<file path="config.mk">
export PLATFORM = sky130hd
export DESIGN_NAME = filtro_botao_pulso
export DESIGN_NICKNAME = d
export VERILOG_FILES = /design/src/rtl/filtro_botao_pulso.sv
export SDC_FILE = /design/constraint.sdc
export NUM_CORES = 1
export LEC_CHECK = 0
export ABC_CLOCK_PERIOD_IN_PS = 5300
export CORE_UTILIZATION = 38
export DETAILED_ROUTE_END_ITERATION = 8
export PLACE_DENSITY = 0.52
export SKIP_LAST_GASP = 1
export SLEW_MARGIN = 20
export SYNTH_ARGS = -nofsm -noshare
export SYNTH_HDL_FRONTEND = slang
export SYNTH_SLANG_ARGS = --single-unit
</file>
<file path="constraint.sdc">
create_clock -name clock_fpga -period 5.3 [get_ports clock_fpga]
set_input_delay 1.06 -clock clock_fpga [delete_from_list [all_inputs] [get_ports clock_fpga]]
set_output_delay 1.06 -clock clock_fpga [all_outputs]
set_load 0.02 [all_outputs]
</file>
<file path="src/rtl/filtro_botao_pulso.sv">
// Push-button debouncer: 2-FF synchronizer + 4-state confirm FSM; define AUTO_REPEAT_EN for hold-to-repeat pulses.
// Latency: 2 + DEBOUNCE_CYCLES clocks from a clean input edge to a button_output change.
// No backpressure: button_pulse is a single-cycle strobe that the consumer must take when it appears.
module filtro_botao_pulso #(
   parameter int DEBOUNCE_CYCLES     = 1_000_000,
   parameter int REPEAT_DELAY_CYCLES = 25_000_000,
   parameter int REPEAT_RATE_CYCLES  = 10_000_000
) (
   input  logic clock_fpga,
   input  logic reset,
   input  logic button_input,
   output logic button_output,
   output logic button_pulse
);
   localparam int               CNT_W    = $clog2(DEBOUNCE_CYCLES);
   localparam logic [CNT_W-1:0] CNT_LAST = CNT_W'(DEBOUNCE_CYCLES - 1);

   typedef enum logic [1:0] {IDLE, CONFIRM_PRESS, PRESSED, CONFIRM_RELEASE} state_t;

   logic [1:0]       sync_q, sync_d;
   state_t           state_q, state_d;
   logic [CNT_W-1:0] cnt_q, cnt_d;
   logic             out_q, out_d;
   logic             pulse_q, pulse_d;
   logic             sync_in;
   logic             accept;
   logic             rep_fire;

   if (DEBOUNCE_CYCLES < 2 || REPEAT_DELAY_CYCLES < 1 || REPEAT_RATE_CYCLES < 1) begin : g_param_check
      $error("filtro_botao_pulso: DEBOUNCE_CYCLES must be >= 2 and repeat periods >= 1");
   end

   always_comb begin
      sync_d = {sync_q[0], button_input};
   end
   assign sync_in = sync_q[1];

   // The stability counter restarts on every state entry; >= keeps it from ever wrapping.
   always_comb begin
      state_d = state_q;
      cnt_d   = cnt_q;
      out_d   = out_q;
      accept  = 1'b0;
      case (state_q)
         IDLE: begin
            if (sync_in) begin
               state_d = CONFIRM_PRESS;
               cnt_d   = '0;
            end
         end
         CONFIRM_PRESS: begin
            if (!sync_in) begin
               state_d = IDLE;
               cnt_d   = '0;
            end else if (cnt_q >= CNT_LAST) begin
               state_d = PRESSED;
               cnt_d   = '0;
               out_d   = 1'b1;
               accept  = 1'b1;
            end else begin
               cnt_d = cnt_q + 1'b1;
            end
         end
         PRESSED: begin
            if (!sync_in) begin
               state_d = CONFIRM_RELEASE;
               cnt_d   = '0;
            end
         end
         CONFIRM_RELEASE: begin
            if (sync_in) begin
               state_d = PRESSED;
               cnt_d   = '0;
            end else if (cnt_q >= CNT_LAST) begin
               state_d = IDLE;
               cnt_d   = '0;
               out_d   = 1'b0;
            end else begin
               cnt_d = cnt_q + 1'b1;
            end
         end
         default: begin
            state_d = IDLE;
            cnt_d   = '0;
            out_d   = 1'b0;
         end
      endcase
   end

`ifdef AUTO_REPEAT_EN
   localparam int HOLD_MAX = (REPEAT_DELAY_CYCLES > REPEAT_RATE_CYCLES) ?
                             REPEAT_DELAY_CYCLES : REPEAT_RATE_CYCLES;
   localparam int                HOLD_W     = (HOLD_MAX > 1) ? $clog2(HOLD_MAX) : 1;
   localparam logic [HOLD_W-1:0] DELAY_LAST = HOLD_W'(REPEAT_DELAY_CYCLES - 1);
   localparam logic [HOLD_W-1:0] RATE_LAST  = HOLD_W'(REPEAT_RATE_CYCLES - 1);

   logic [HOLD_W-1:0] hold_q, hold_d;
   logic              rep_q, rep_d;

   // rep_q selects the initial delay versus the steady repeat period; the timer freezes during release confirm.
   always_comb begin
      hold_d   = hold_q;
      rep_d    = rep_q;
      rep_fire = 1'b0;
      if (accept || state_q == IDLE) begin
         hold_d = '0;
         rep_d  = 1'b0;
      end else if (state_q == PRESSED) begin
         if (hold_q >= (rep_q ? RATE_LAST : DELAY_LAST)) begin
            rep_fire = 1'b1;
            hold_d   = '0;
            rep_d    = 1'b1;
         end else begin
            hold_d = hold_q + 1'b1;
         end
      end
   end

   always_ff @(posedge clock_fpga or negedge reset) begin
      if (!reset) begin
         hold_q <= '0;
         rep_q  <= 1'b0;
      end else begin
         hold_q <= hold_d;
         rep_q  <= rep_d;
      end
   end
`else
   assign rep_fire = 1'b0;
`endif

   always_comb begin
      pulse_d = accept | rep_fire;
   end

   always_ff @(posedge clock_fpga or negedge reset) begin
      if (!reset) begin
         sync_q  <= '0;
         state_q <= IDLE;
         cnt_q   <= '0;
         out_q   <= 1'b0;
         pulse_q <= 1'b0;
      end else begin
         sync_q  <= sync_d;
         state_q <= state_d;
         cnt_q   <= cnt_d;
         out_q   <= out_d;
         pulse_q <= pulse_d;
      end
   end

   assign button_output = out_q;
   assign button_pulse  = pulse_q;

endmodule

</file>
After elaboration in Yosys (flattened, before gate mapping):

Cells that the tools add are included.
Widths: inputs -> output; s select.

* register bits: 26
* bits of input ports: 3
* output and inout bits: 2

* add/sub/neg operators: 1
* order comparisons: 1
* eq/ne operators: 11
* multiplexer cells: 21
* reduce and logical (&&, ||, !) cells: 5

Operators with widths (count)
* $mux 20: 5
* $pmux 20 s4: 1
* $add 20x1->20 const B: 1
* $ge 20x20->1 const B: 1
* $mux 2: 6
* $ne 2x2->1 const B: 6
* $pmux 2 s4: 1
* $mux 1: 7
* $ne 3x3->1 const B: 2
* $reduce_and 5->1: 1
* $eq 2x2->1 const B: 2
* $reduce_and 4->1: 1
* $eq 2x1->1 const B: 1
* $logic_not 2->1: 1
* $pmux 1 s2: 1
* $reduce_and 2->1: 1
* $reduce_bool 2->1: 1

Logic depth before layout (Yosys ltp):

Gate-level depths: netlist (run 1).

* depth after elaboration: 4
* mapped depth: 8
* depth with buffers taken out: 6

Worst setup path before layout (run 1):

No wires, ideal clock.

* path kind: register -> register
* start point: register cnt_q[0]
* end point: register with a tool-made name
* arrival: 1974 ps
* data required time: 5175 ps
* setup slack: 3201 ps
* cell stages (with the launch flop): 9
* clock period less this slack: 2099 ps
* cell sequence: dfrtp_1 ha_1 and4_1 buf_6 a2111oi_4 o21ai_2 buf_6 nand3_1 mux2_2

RTL lines
* from (decl): RTL line 22 `logic [CNT_W-1:0] cnt_q, cnt_d;`
* from (signal assigned): RTL line 146 `cnt_q <= cnt_d;`

Final worst setup path (run 1):

* start point: register cnt_q[0]
* end point: register cnt_q[15]

* word-level cells in the longest chain between the ends: 4
* elaborated cells on any way between the ends: 6
* classes of those cells: add/sub: 1; order compare: 1; mux: 4

RTL lines
* $add 20x1->20 / $ge 20x20->1 (equally long branches)
* $mux 20 (*): RTL line 55, 74
* $mux 20 (on tied branches): RTL line 71, 52
* $pmux 20 s4 (*): RTL line 44 `case (state_q)`

Every way passes the cells marked *; elsewhere a longest branch is shown, timed or not.
A chain may end at the register's enable or synchronous reset.

==> impl_metrics.json, run 1 <==
{
  "finalSetupViolCount": 0,
  "crit_family": "compound AO/OA/AOI/OAI gates",
  "min_path_type": "reg2reg",
  "fin_crit_ps": 2840,
  "layout-drive-gt1-share_pct": 8.81,
  "crit_chain": "ha_1, and4_1, a2111oi_4, o21ai_2, a21oi_1, a221o_1",
  "max-cap-violations": 0,
  "drv_slew": 0,
  "place_congestion": 0.825,
  "setup_tns_ps": 0,
  "drtIter0Drc": 77,
  "fin_cells": 207,
  "mostFrequentLayoutCell": "dfrtp_1",
  "crit_fanout": 24,
  "syn2layout_area_growth_pct": 9.31,
  "share_comb_of_total_power_pct": 14.8,
  "rows": 22,
  "die_w_um": 65.5,
  "power_uw": 456,
  "port_buffers": 4,
  "clock_path_buffers": 2,
  "seq_area_um2": 651,
  "worstReg2RegStart": "cnt_q[0]",
  "critPathRequiredTime_ps": 5460,
  "grt_antenna_before_repair": 0,
  "dieArea_um2": 4290,
  "syn_avg_cell_area_um2": 9.76,
  "cpPeakStageDelay_ps": 830,
  "cts_tree": "built",
  "syn_area_um2": 1530,
  "synth-seq-area-share_pct": 42.4,
  "cts_max_level": 1,
  "skew_ps": 3.22,
  "postRouteAntennaNets": 0,
  "p_clk_share_pct": 36.4,
  "crit_buf_inv": 0,
  "synthMuxAreaShare_pct": 0.735,
  "synth_simple_gate_area_share_pct": 20.7,
  "worst_pin_slew_ps": 1050,
  "grt_usage_pct": 18.2,
  "switching_share_pct": 27.5,
  "ios": 5,
  "synth_top_family_by_area": "compound AO/OA/AOI/OAI gates",
  "fillers": 349,
  "post_cts_buffers": 0,
  "post-place-cells": 203,
  "routed_wl_um": 3340,
  "netSwitchingPower_uw": 125,
  "hold_buffers": 0,
  "hold_violations": 0,
  "p_leak_uw": 0.000730,
  "first_global_vias": 1263,
  "insertion_delay_ps": 270,
  "end_kind": "flip-flop",
  "grt_max_degree": 27,
  "cts_inserted_buffers": 3,
  "antenna_cells": 0,
  "nNetsFinal": 164,
  "synthAdderAreaFrac_pct": 0.816,
  "cp_slowest_cell": "o21ai_2",
  "relSlewSlack_pct": 29.8,
  "multiInputGateArea_um2": 816,
  "critical_path_arrival_ps": 3000,
  "hpwlAfterDp_um": 2170,
  "cts.sink_count": 26,
  "clkTransAtPathRegs_ps": 90,
  "wl_per_cell_um": 16.1,
  "drc": 0,
  "die_h_um": 65.5,
  "dr.pass1.iters": 4,
  "startpoint": "cnt_q[0]",
  "root_buffer": "clkbuf_8",
  "layout_common_cells": "dfrtp_1 (26), nand2_1 (19), a21o_1 (13)",
  "initial_utilization_pct": 40.6,
  "synth_warnings": 0,
  "synth_compound_area_share_pct": 30.4,
  "grt_overflow": 0,
  "synth_nets": 161,
  "postCtsResizedCells": 0,
  "power_density_nw_per_um2": 272,
  "rsz0062_at_grt": "no",
  "p_int_uw": 331,
  "synthXorXnorAreaFrac_pct": 0.571,
  "fmax_ghz": 0.352,
  "outcome": "complete, no violations",
  "pwr-share-seq_pct": 48.8,
  "crit_type": "reg2reg",
  "yosysUniqueCellTypes": 37,
  "finalCritPeriodShare_pct": 53.6,
  "min_from": "sync_q[0]",
  "viasPerCell": 6.11,
  "num_vias": 1265,
  "ir_drop_uv": 192,
  "grt_pass1_wl_um": 5940,
  "syn-instance-count": 157,
  "setup.worst_path.start_class": "flip-flop",
  "ys_ff_latch": 26,
  "core_area_um2": 3770
}
==> power by group through the flow <==
stage | Clock, µW | Combinational, µW | Sequential (µW)
final | 166 | 67.5 | 223
after global routing | 181 | 77.2 | 226
after global placement | 0 | 67.2 | 226
after CTS | 174 | 68.5 | 222
after floorplan | 0 | 45.2 | 224
after detailed placement | 0 | 68.3 | 226
==> per-layer routing <==
metal / share of wire, % / global-route usage (%)
met1: 49 / 25.2
met3: 4.1 / 2.60
met2: 46 / 28.7
met5: 0 / 0
met4: 0.90 / 6.52
==> final timing paths <==
check	endpoint	cells after the start	slack, ps
max in group asynchronous	cnt_q[3]	2	3890
min in group asynchronous	cnt_q[13]	2	1150
setup / recovery	cnt_q[15]	6	2460
hold / removal	sync_q[1]	0	360
setup reg to reg	cnt_q[15]	6	2460
hold reg to reg	sync_q[1]	0	360
==> registers in the layout, indices dropped and copies added, names as in the netlist, named ones only <==
name / cells
cnt_q: 20
sync_q: 2
button_output: 1
button_pulse: 1
state_q: 1
==> logic make-up (layout without fill, tap and decap cells) <==
group,count (synthesis),after routing
mux,1,1
compound gates,56,56
flops,26,26
xor+xnor,1,1
buf+inv,13,15
simple gates,59,59
fa+ha+maj,1,1
==> cells in the mapped netlist (all sizes together) <==
cell	n	share of area, %
o21ai	10	3.5
nand2b	3	1.2
nand3	8	2.6
dfrtp	26	42
nand2	19	4.7
and3	4	1.6
a21oi	2	0.65
or3	5	2.0
inv	4	0.98
or4	2	0.98
nand4	2	0.82
buf	4	2.1
o31ai	1	0.49
a21boi	1	0.49
nor4b	1	0.57
o22a	3	1.7
a2111oi	4	4.7
nand3b	1	0.49
xor2	1	0.57
and4	3	1.7
a221o	4	2.6
ha	1	0.82
clkbuf	5	1.2
and2	1	0.41
a211o	1	0.57
or2	3	1.2
a221oi	11	6.3
nand4b	1	0.57
a21o	13	6.4
nor3	3	0.98
a211oi	5	2.4
nor2	3	0.73
mux2	1	0.73
a22o	1	0.57
==> stage by stage <==
step	hold WS (ps)	setup WS (ps)	area, µm²	utilization [%]
floorplan	331	3200	1530	-
global placement	338	2570	1600	42.5
detailed placement	342	2510	1600	42.5
CTS	366	2490	1680	44.4
global route	379	2290	1680	44.4
finish	362	2460	1680	44.4
==> layout make-up <==
class,instances,area share (%)
multi-input cells,118,48.7
flip-flops and latches,26,38.8
repair buffers,7,3.73
well taps,48,3.58
clock buffers,3,2.46
clock inverters,1,1.79
inverters,4,0.896
No activity file was read; power rests on OpenSTA's default activity.
==> run 2: changes to the inputs <==
- ABC_CLOCK_PERIOD_IN_PS: 5300 -> 2710
- clock period: 5.3 -> 2.71 ns (I/O delays scaled with it)
==> run 2 against run 1 <==
Register-to-register slack worse by 2300 ps. Core utilization is 0.20 points lower. Clock-buffer cell count stayed put. Die area stayed put. Design area is 0.45% lower. Final cell count is 0.97% higher. Critical endpoint unchanged. Worst setup slack worse by 2300 ps. Largest cell class unchanged. Critical path depth stayed put. Sequential power is 96% higher.
==> impl_metrics.json, run 2 (same netlist as run 1, synthesis figures left out) <==
{
  "outcome": "complete, no violations",
  "ir_drop_uv": 272,
  "drtIter0Drc": 64,
  "initial_utilization_pct": 40.6,
  "finalSetupViolCount": 0,
  "share_comb_of_total_power_pct": 17.5,
  "min_to": "sync_q[1]",
  "routed_wl_um": 3340,
  "max-cap-violations": 0,
  "pwr-share-seq_pct": 54.9,
  "final_util_pct": 44.2,
  "grt_pass1_wl_um": 5720,
  "postCtsResizedCells": 0,
  "reg2reg_slack_ps": 190,
  "finalCritPeriodShare_pct": 93.0,
  "fmax_ghz": 0.397,
  "grt_usage_pct": 17.6,
  "post-place-cells": 206,
  "skew_ps": 1.39,
  "critPathRequiredTime_ps": 2870,
  "p_clk_share_pct": 27.7,
  "hold_violations": 0,
  "place_ws_ps": 208,
  "hpwlAfterDp_um": 2320,
  "rr_endpoint": "cnt_q[15]",
  "switching_share_pct": 30.3,
  "port_buffers": 4,
  "clock_path_buffers": 2,
  "setup.worst_path.start_class": "flip-flop",
  "drc": 0,
  "end_kind": "flip-flop",
  "crit_type": "reg2reg",
  "critical_path_arrival_ps": 2680,
  "place_congestion": 0.770,
  "cts_inserted_buffers": 3,
  "largestRegisters": "cnt_q (20), sync_q (2)",
  "fin_crit_ps": 2520,
  "r2r_cells": 6,
  "p_leak_uw": 0.000731,
  "layout-drive-gt1-share_pct": 9.94,
  "syn2layout_area_growth_pct": 8.82,
  "worstHoldPathCells": 0,
  "rows": 22,
  "grt_antenna_before_repair": 0,
  "netSwitchingPower_uw": 241,
  "viasPerCell": 6.17,
  "grt_max_degree": 27,
  "rsz0062_at_grt": "no",
  "setup_ws_ps": 189,
  "layout_common_cells": "dfrtp_1 (26), nand2_1 (19), a21o_1 (13)",
  "ios": 5,
  "cts_max_level": 1,
  "grt_overflow": 0,
  "setup_tns_ps": 0,
  "core_area_um2": 3770,
  "p_int_uw": 555,
  "first_global_vias": 1236,
  "wl_per_cell_um": 16.0,
  "cts_tree": "built",
  "final_area_um2": 1670,
  "crit_fanout": 16,
  "antenna_cells": 0,
  "largest_register_ffs": 20,
  "die_w_um": 65.5,
  "worstReg2RegStart": "cnt_q[0]",
  "relSlewSlack_pct": 56.4,
  "dr.pass1.iters": 4,
  "postRouteAntennaNets": 0,
  "hold_buffers": 0,
  "nNetsFinal": 167,
  "worst_pin_slew_ps": 655,
  "fin_cells": 209,
  "die_h_um": 65.5,
  "dieArea_um2": 4290,
  "num_vias": 1290,
  "min_path_type": "reg2reg",
  "clkTransAtPathRegs_ps": 90,
  "post_cts_buffers": 0,
  "root_buffer": "clkbuf_8",
  "insertion_delay_ps": 270,
  "cts.sink_count": 26,
  "power_density_nw_per_um2": 477,
  "mostFrequentLayoutCell": "dfrtp_1",
  "largest_register": "cnt_q",
  "min_from": "sync_q[0]",
  "postPlaceCellArea_um2": 1630,
  "drv_slew": 0
}
-- run 2: cell types whose count changed in the layout (fill, tap and decap cells not counted) --
cell and delta:
buf_4 +3, bufinv_16 -1
-- run 2: final cells by class --
class                           count  area (µm²)
Clock buffer                        3        41.3
Fill cell                         361        2100
Inverter                            4        15.0
Multi-Input combinational cell    118         816
Sequential cell                    26         651
Tap cell                           48        60.1
Timing Repair Buffer               10        85.1
-- run 2: power by group through the flow --
stage	logic, µW	registers (µW)	clock network, µW
finish	139	436	220
global route	157	441	242
CTS	142	436	225
detailed placement	141	444	0
global placement	139	442	0
floorplan	88.3	439	0
-- run 2: worst max-delay path: stages (launching register included) --
cell and delay [ps]:
dfrtp_1 400, ha_1 220, and4_1 430, a2111oi_4 120
o21ai_2 540, a21oi_1 300, a221o_1 380
-- run 2: layer usage --
| layer | global-route usage (%) | part of all wire [%] |
|---|---|---|
| met5 | 0 | 0 |
| met4 | 7.61 | 1.4 |
| met3 | 3.65 | 3.4 |
| met2 | 29.1 | 48 |
| met1 | 22.0 | 47 |
-- run 2: stage by stage --
step                hold WS, ps  power, µW
finish                      358        796
global route                377        840
CTS                         362        803
detailed placement          342        585
global placement            340        581
floorplan                   246        527
-- run 2: worst max path at each step --
| stage | depth (start not counted) | slack (ps) | from | to |
|---|---|---|---|---|
| after floorplan | 8 | 610 | cnt_q[0] | flip-flop |
| after global placement | 6 | 310 | cnt_q[0] | cnt_q[15] |
| after detailed placement | 6 | 210 | cnt_q[0] | cnt_q[4] |
| after CTS | 6 | 200 | cnt_q[0] | cnt_q[17] |
| after global routing | 6 | 50 | cnt_q[0] | cnt_q[15] |
| final | 6 | 190 | cnt_q[0] | cnt_q[15] |
==> run 3: changes to the inputs <==
- CORE_ASPECT_RATIO: default -> 0.5
==> run 3 against run 2 <==
Worst hold slack improved by 7.0 ps. Design area increased by 1.1%. Global-route usage increased by 0.59 points. Critical path depth unchanged. Clock power increased by 19%. Sequential share of layout area decreased by 0.41 points. Core utilization increased by 2.1 points.
==> impl_metrics.json, run 3 (same netlist as run 1, synthesis figures left out) <==
{
  "layout-drive-gt1-share_pct": 10.5,
  "crit_buf_inv": 0,
  "outcome": "complete, no violations",
  "power_density_nw_per_um2": 501,
  "rsz0062_at_grt": "no",
  "worstReg2RegStart": "cnt_q[0]",
  "hpwlAfterDp_um": 2360,
  "postPlaceCellArea_um2": 1630,
  "cts_max_level": 1,
  "root_buffer": "clkbuf_8",
  "fin_crit_ps": 2510,
  "min_path_type": "reg2reg",
  "grt_antenna_before_repair": 0,
  "clock_path_buffers": 2,
  "netSwitchingPower_uw": 254,
  "r2r_cells": 6,
  "grt_overflow": 0,
  "crit_type": "reg2reg",
  "critical_path_arrival_ps": 2680,
  "reg2reg_slack_ps": 200,
  "crit_fanout": 16,
  "crit_family": "compound AO/OA/AOI/OAI gates",
  "antenna_cells": 0,
  "hold_violations": 0,
  "layout_common_cells": "dfrtp_1 (26), nand2_1 (19), a21o_1 (13)",
  "cp_slowest_cell": "o21ai_2",
  "skew_ps": 5.58,
  "place_congestion": 0.762,
  "share_comb_of_total_power_pct": 17.4,
  "finalSetupViolCount": 0,
  "setup_tns_ps": 0,
  "cpPeakStageDelay_ps": 520,
  "setup_ws_ps": 198,
  "postRouteAntennaNets": 0,
  "port_buffers": 4,
  "dieArea_um2": 4310,
  "max-cap-violations": 0,
  "p_clk_share_pct": 31.0,
  "finalCritPeriodShare_pct": 92.7,
  "core_area_um2": 3640,
  "postCtsResizedCells": 0,
  "grt_usage_pct": 18.2,
  "first_global_vias": 1174,
  "end_kind": "flip-flop",
  "critPathRequiredTime_ps": 2880,
  "mostFrequentLayoutCell": "dfrtp_1",
  "relSlewSlack_pct": 58.8,
  "drc": 0,
  "p_leak_uw": 0.000738,
  "grt_max_degree": 27,
  "final_area_um2": 1690,
  "nNetsFinal": 167,
  "insertion_delay_ps": 280,
  "rows": 15,
  "min_from": "sync_q[0]",
  "whs_ps": 365,
  "routed_wl_um": 3490,
  "fin_cells": 213,
  "setup.worst_path.start_class": "flip-flop",
  "initial_utilization_pct": 42.1,
  "die_h_um": 46.9,
  "cts_inserted_buffers": 3,
  "viasPerCell": 5.93,
  "drv_slew": 0,
  "worst_pin_slew_ps": 617,
  "fmax_ghz": 0.398,
  "p_int_uw": 590,
  "wl_per_cell_um": 16.4,
  "pwr-share-seq_pct": 51.6,
  "clkTransAtPathRegs_ps": 100,
  "cts.sink_count": 26,
  "post_cts_buffers": 0,
  "hold_buffers": 0,
  "rr_endpoint": "cnt_q[17]",
  "num_vias": 1264,
  "drtIter0Drc": 64,
  "worstHoldPathCells": 0,
  "switching_share_pct": 30.1,
  "largest_register": "cnt_q",
  "largestRegisters": "cnt_q (20), sync_q (2)",
  "post-place-cells": 209,
  "grt_pass1_wl_um": 5930,
  "largest_register_ffs": 20,
  "ir_drop_uv": 267,
  "die_w_um": 91.8,
  "syn2layout_area_growth_pct": 9.96,
  "ios": 5,
  "place_ws_ps": 211,
  "min_to": "sync_q[1]",
  "crit_chain": "ha_1, and4_1, a2111oi_4, o21ai_2, a21oi_1, a221o_1",
  "cp_num_cells": 6,
  "cts_tree": "built",
  "dr.pass1.iters": 4
}
==> run 3: worst max-delay path by stage <==
| stage | slack (ps) | endpoint | start |
|---|---|---|---|
| 3_5_place_dp | 210 | cnt_q[17] | cnt_q[0] |
| 2_1_floorplan | 610 | flip-flop | cnt_q[0] |
| 3_3_place_gp | 290 | cnt_q[15] | cnt_q[1] |
| 4_1_cts | 200 | cnt_q[17] | cnt_q[0] |
| 5_1_grt | 5 | cnt_q[17] | cnt_q[0] |
| 6_report | 200 | cnt_q[17] | cnt_q[0] |
==> run 3: power groups by stage <==
| stage | registers, µW | clock network (µW) | logic, µW |
|---|---|---|---|
| after floorplan | 439 | 0 | 88.3 |
| after global placement | 442 | 0 | 150 |
| after detailed placement | 443 | 0 | 146 |
| after CTS | 436 | 272 | 147 |
| after global routing | 443 | 285 | 162 |
| final | 436 | 262 | 147 |
==> run 3: stage by stage <==
stage	power, µW	utilization [%]
floorplan	527	-
global placement	593	44.8
finish	844	46.3
CTS	854	46.3
global route	890	46.3
detailed placement	588	44.8
==> run 3: final cells by class <==
cell class                 instances  area, µm²
timing repair buffer              10       85.1
tap                               51       63.8
clock buffer                       4       55.1
sequential                        26        651
inverter                           4       15.0
multi-input combinational        118        816
fill                             360       1960
==> run 3: worst reg2reg max path: cells and delay by family (launching register included) <==
| family | cells | cell delay (ps) |
|---|---|---|
| AOI/OAI and AO/OA | 4 | 1350 |
| and+or+nand+nor | 1 | 440 |
| DFF | 1 | 400 |
| adders and majority gates | 1 | 220 |
==> run 3: layer usage <==
metal	up-vias	part of all wire, %	GRT usage, %	wire length (µm)
li1	621	-	-	-
met1	611	54	26.4	1900
met2	26	38	26.6	1330
met3	6	6.2	5.66	216
met4	0	1.3	4.38	46
met5	-	0	0	0
